==> src/rtl/spi_sram_line_cache.sv <==
// Direct-mapped, write-through, one-word-per-line read cache in front of the
// SPI SRAM controller. Read hits answer in one cycle; misses and writes go out.
module spi_sram_line_cache #(
  parameter int LINES = 8,
  parameter int AW    = 14
) (
  input  logic          clk,
  input  logic          rst_n,
  input  logic          flush,
  input  logic          s_cyc,
  input  logic [AW-1:0] s_adr,
  input  logic          s_we,
  input  logic [31:0]   s_dat_i,
  input  logic [3:0]    s_sel,
  output logic [31:0]   s_dat_o,
  output logic          s_ack,
  output logic          m_cyc,
  output logic [AW-1:0] m_adr,
  output logic          m_we,
  output logic [31:0]   m_dat_o,
  output logic [3:0]    m_sel,
  input  logic [31:0]   m_dat_i,
  input  logic          m_ack,
  output logic [15:0]   hit_cnt,
  output logic [15:0]   miss_cnt
);
  localparam int IW = $clog2(LINES);
  localparam int TW = AW - IW;

  typedef enum logic [1:0] {IDLE, MEM, RESP, GAP} state_t;
  state_t state, state_nx;

  logic [LINES-1:0] valid;
  logic [TW-1:0]    tag_arr  [LINES];
  logic [31:0]      data_arr [LINES];
  logic             flush_pending;

  logic [IW-1:0] s_idx, m_idx;
  logic [TW-1:0] s_tag, m_tag;
  logic          s_hit, m_hit, req, mem_done, fill_en, merge_en;
  logic [31:0]   merged;

  assign s_idx    = s_adr[IW-1:0];
  assign s_tag    = s_adr[AW-1:IW];
  assign m_idx    = m_adr[IW-1:0];
  assign m_tag    = m_adr[AW-1:IW];
  assign s_hit    = valid[s_idx] && (tag_arr[s_idx] == s_tag);
  assign m_hit    = valid[m_idx] && (tag_arr[m_idx] == m_tag);
  assign req      = (state == IDLE) && s_cyc;
  assign mem_done = (state == MEM) && m_ack;
  // A flush seen anywhere in the access (or on the completing edge) kills the update.
  assign fill_en  = mem_done && !m_we && !flush && !flush_pending;
  assign merge_en = mem_done && m_we && m_hit && !flush && !flush_pending;

  always_comb begin
    merged = data_arr[m_idx];
    for (int b = 0; b < 4; b++)
      if (m_sel[b]) merged[8*b +: 8] = m_dat_o[8*b +: 8];
  end

  always_ff @(posedge clk or negedge rst_n)
    if (!rst_n) state <= IDLE;
    else        state <= state_nx;

  always_comb begin
    state_nx = state;
    s_ack    = 1'b0;
    case (state)
      IDLE: if (s_cyc) state_nx = (!s_we && s_hit) ? RESP : MEM;
      MEM:  if (m_ack) state_nx = RESP;
      RESP: begin
        s_ack    = 1'b1;
        state_nx = GAP;
      end
      GAP:  state_nx = IDLE;
      default: state_nx = IDLE;
    endcase
  end

  always_ff @(posedge clk or negedge rst_n)
    if (!rst_n) begin
      s_dat_o       <= '0;
      m_cyc         <= 1'b0;
      m_adr         <= '0;
      m_we          <= 1'b0;
      m_dat_o       <= '0;
      m_sel         <= '0;
      hit_cnt       <= '0;
      miss_cnt      <= '0;
      valid         <= '0;
      flush_pending <= 1'b0;
    end else begin
      if (req) begin
        if (s_we) begin
          m_cyc   <= 1'b1;
          m_adr   <= s_adr;
          m_we    <= 1'b1;
          m_dat_o <= s_dat_i;
          m_sel   <= s_sel;
        end else if (s_hit) begin
          s_dat_o <= data_arr[s_idx];
          if (hit_cnt != 16'hFFFF) hit_cnt <= hit_cnt + 16'd1;
        end else begin
          m_cyc   <= 1'b1;
          m_adr   <= s_adr;
          m_we    <= 1'b0;
          m_sel   <= 4'hF;
          if (miss_cnt != 16'hFFFF) miss_cnt <= miss_cnt + 16'd1;
        end
      end
      if (mem_done) begin
        m_cyc <= 1'b0;
        if (!m_we) s_dat_o <= m_dat_i;
      end
      if (flush)        valid        <= '0;
      else if (fill_en) valid[m_idx] <= 1'b1;
      if ((state == MEM) && flush) flush_pending <= 1'b1;
      else if (state_nx == IDLE)   flush_pending <= 1'b0;
    end

  // Tag/data storage carries no reset; valid bits gate every use.
  always_ff @(posedge clk)
    if (fill_en) begin
      tag_arr[m_idx]  <= m_tag;
      data_arr[m_idx] <= m_dat_i;
    end else if (merge_en) begin
      data_arr[m_idx] <= merged;
    end
endmodule

==> config.mk <==
export PLATFORM = sky130hd
export DESIGN_NAME = spi_sram_line_cache
export DESIGN_NICKNAME = d
export VERILOG_FILES = /design/src/rtl/spi_sram_line_cache.sv
export SDC_FILE = /design/constraint.sdc
export NUM_CORES = 1
export LEC_CHECK = 0
export BUFFER_PORTS_ARGS = -buffer_cell sky130_fd_sc_hd__buf_2
export CAP_MARGIN = 5
export CORE_MARGIN = 2
export CORE_UTILIZATION = 37
export DETAILED_ROUTE_END_ITERATION = 8
export PLACE_DENSITY = 0.65
export SETUP_SLACK_MARGIN = 0.05
export SLEW_MARGIN = 40
export SYNTH_ARGS = -nofsm -noshare
export SYNTH_HDL_FRONTEND = slang
export SYNTH_SLANG_ARGS = --single-unit
==> constraint.sdc <==
create_clock -name clk -period 4.27 [get_ports clk]
set_input_delay 0 -clock clk [delete_from_list [all_inputs] [get_ports clk]]
set_output_delay 0 -clock clk [all_outputs]
set_load 0.02 [all_outputs]
==> flow_metrics.py <==
metrics = {
    "sta": {
        "finalCriticalPeriod_ps": 3880,
        "rsz0062_at_grt": "no",
        "hold_viol_final": 0,
        "slew_headroom": 0.467,
        "fin_skew_ps": 33.3,
        "fmax_mhz": 257,
        "fin_crit_sh": 0.910,
        "setup_tns_ps": 0,
        "tightest_slew_ps": 800,
        "slew_violations": 0,
        "finalSetupViolations": 0,
    },
    "drt": {
        "drt_drc_violations_left": 0,
        "vias_per_cell": 5.31,
        "dr.pass1.iters": 5,
        "drtIter0Drc": 909,
        "vias": 12200,
        "wl_per_cell_um": 21.9,
        "drtAntennaViolNets": 0,
        "wirelength_mm": 50.4,
    },
    "placed_design": {
        "io_buffers": 204,
        "place.gp.congestion": 0.787,
        "dpl.hpwl_mm": 32.5,
    },
    "clocking": {
        "cts_tree": "done",
        "cts.clk_slew.worst_paths_ps": 60,
        "cts_setup_buffers": 0,
        "ctsHoldBuffers": 89,
        "numCtsBuffers": 51,
        "htreeDepth": 2,
        "clockBufferDepth": 3,
        "cts.sinks": 471,
        "cts_resized": 0,
        "cts-root-buf": "clkbuf_16",
        "clk_latency_ps": 600,
    },
    "synthesis": {
        "synth-edff-count": 344,
        "synth_top_area_share": 0.510,
        "syn-num-nets": 1307,
        "syn_inst": 1217,
        "syn_area_per_cell_um2": 16.7,
        "async_flop_share": 0.270,
        "yosysMostFrequentCell": "edfxtp_1",
        "ys_top_cells_by_count": "edfxtp_1 (344), dfrtp_1 (127), mux2_2 (111), mux4_2 (90), nand2_1 (90)",
        "ys_ff_latch": 471,
        "synth_top_area_cell": "edfxtp_1",
        "netlist_area_um2": 20300,
        "yosys_warnings": 0,
        "synth_cell_types": 58,
        "synth-seq-area-share": 0.666,
        "synthTopCellsByArea": "edfxtp_1 (51%), dfrtp_1 (16%), mux4_2 (10%)",
        "synthFlopType": "edfxtp_1",
    },
    "power": {
        "powerDensity_nw_per_um2": 560,
        "power_mw": 14.1,
        "p_leak_nw": 9.39,
        "vdd_ir_drop_max_v": 0.000443,
    },
    "global_routing": {
        "grt_max_degree": 87,
        "grt_pass1_wl_mm": 76.7,
        "grt_pass1_vias": 12700,
        "grtUsageTotal": 0.178,
        "overflow": 0,
        "antenna_found_initial": 0,
    },
    "critical_path": {
        "critPathKind": "reg -> reg",
        "end_kind": "flip-flop",
        "crit_family": "compound AO/OA/AOI/OAI gates",
        "crit_top_cell": "buf_4",
        "critical_path_arrival_ps": 4190,
        "critPathLaunchType": "flip-flop",
        "critPathSlowestCell": "dfrtp_1",
        "worst-path-buf-inv": 4,
        "worstPathCellList": "buf_12, buf_4, inv_1, a221o_1, a211oi_1, o21ai_0, nor4_4, nand3_2, a21oi_1, buf_4",
        "slowest_delay_ps": 730,
        "crit_required_ps": 4580,
        "crit_fanout": 27,
    },
    "job": {
        "cap_violations": 0,
    },
    "floorplan": {
        "die_y_um": 238,
        "dieArea_um2": 56700,
        "die_x_um": 238,
        "core_region_area_um2": 54000,
        "start_util": 0.375,
        "boundaryPins": 205,
        "row_count": 85,
    },
    "finish": {
        "fin_nets": 1649,
        "area_growth_pct": 24.0,
        "fillCellCount": 4641,
        "drive_above_1_share": 0.363,
    },
    "worst_hold_path": {
        "hp-class": "in -> reg",
    },
    "outcome": {
        "status": "finished clean",
    },
}
-- routing by layer --
layer | track usage | share of wire
met1 | 0.235 | 0.43
met2 | 0.300 | 0.49
met3 | 0.0383 | 0.062
met4 | 0.0439 | 0.020
met5 | 0 | 0
-- path summary, 6_finish.rpt --
kind,depth (start not counted),slack (ps),from,endpoint
worst min register to register,1,500,hit_cnt[4],hit_cnt[4]
worst max register to register,10,390,m_adr[2],data_arr[2][19]
worst max-delay path,10,390,m_adr[2],data_arr[2][19]
min in group asynchronous,3,390,rst_n,m_dat_o[0]
worst min-delay path,2,100,s_adr[2],m_adr[2]
max in group asynchronous,4,3020,rst_n,s_dat_o[21]
-- power by group --
group / switching [mW] / internal, mW
clock: 1.80 / 2.93
sequential: 0.612 / 5.55
combinational: 1.86 / 1.33
-- cells by family (layout without fill, tap and decap cells) --
group                    count (synthesis)  after routing  share of synthesized area
flip-flops                             471            471                      0.666
multiplexers                           255            255                      0.190
AND/OR/NAND/NOR                        235            235                     0.0609
AO/OA/AOI/OAI                          119            119                     0.0407
buffers and inverters                   88            473                     0.0203
XOR/XNOR                                47             47                     0.0203
adder cells (fa/ha/maj)                  2              2                    0.00123
other                                    0              1                          0
-- per-stage QoR --
stage	hold WS, ps	util	instances	instance area, um2	worst slack, ps
2_1_floorplan	-296	-	1217	20300	842
3_3_place_gp	141	0.414	2111	22400	493
3_5_place_dp	58.5	0.414	2111	22400	359
4_1_cts	21.6	0.464	2296	25100	324
5_1_grt	95.2	0.465	2298	25100	194
6_report	96.9	0.465	2299	25100	386
-- placed cells by master (no fill, tap or decap), types with 37 or more instances in the layout --
cell type / netlist / routed
edfxtp_1: 344 / 344
buf_2: 26 / 201
dfrtp_1: 127 / 126
mux2_2: 111 / 111
mux4_2: 90 / 90
nand2_1: 90 / 90
dlygate4sd3_1: 0 / 90
buf_4: 5 / 67
clkbuf_16: 0 / 52
nand3_1: 49 / 48
mux2i_1: 41 / 41
a21oi_1: 37 / 37
-- registers in the layout, summed over array words and instances (netlist names), 8 cells and up --
name      count
hit_cnt      16
tag_arr      88
valid         8
m_adr        14
data_arr    256
s_dat_o      32
m_dat_o      32
miss_cnt     16
-- worst register-to-register path: cells and delay by family (launching register included) --
family	cells	cell delay (ps)
AO/OA/AOI/OAI	4	1150
buffers and inverters	4	780
flip-flops	1	730
AND/OR/NAND/NOR	2	950
-- final cells by class --
| class | instances | area [um2] | area share |
|---|---|---|---|
| Clock inverter | 30 | 419 | 0.0167 |
| Clock buffer | 66 | 1400 | 0.0559 |
| Antenna cell | 1 | 2.50 | 0.0000996 |
| Sequential cell | 471 | 13500 | 0.537 |
| Inverter | 14 | 52.6 | 0.00209 |
| Tap cell | 696 | 871 | 0.0346 |
| Multi-Input combinational cell | 658 | 6370 | 0.254 |
| Timing Repair Buffer | 363 | 2500 | 0.0996 |
Note: power is estimated with default switching activity, not from simulation.
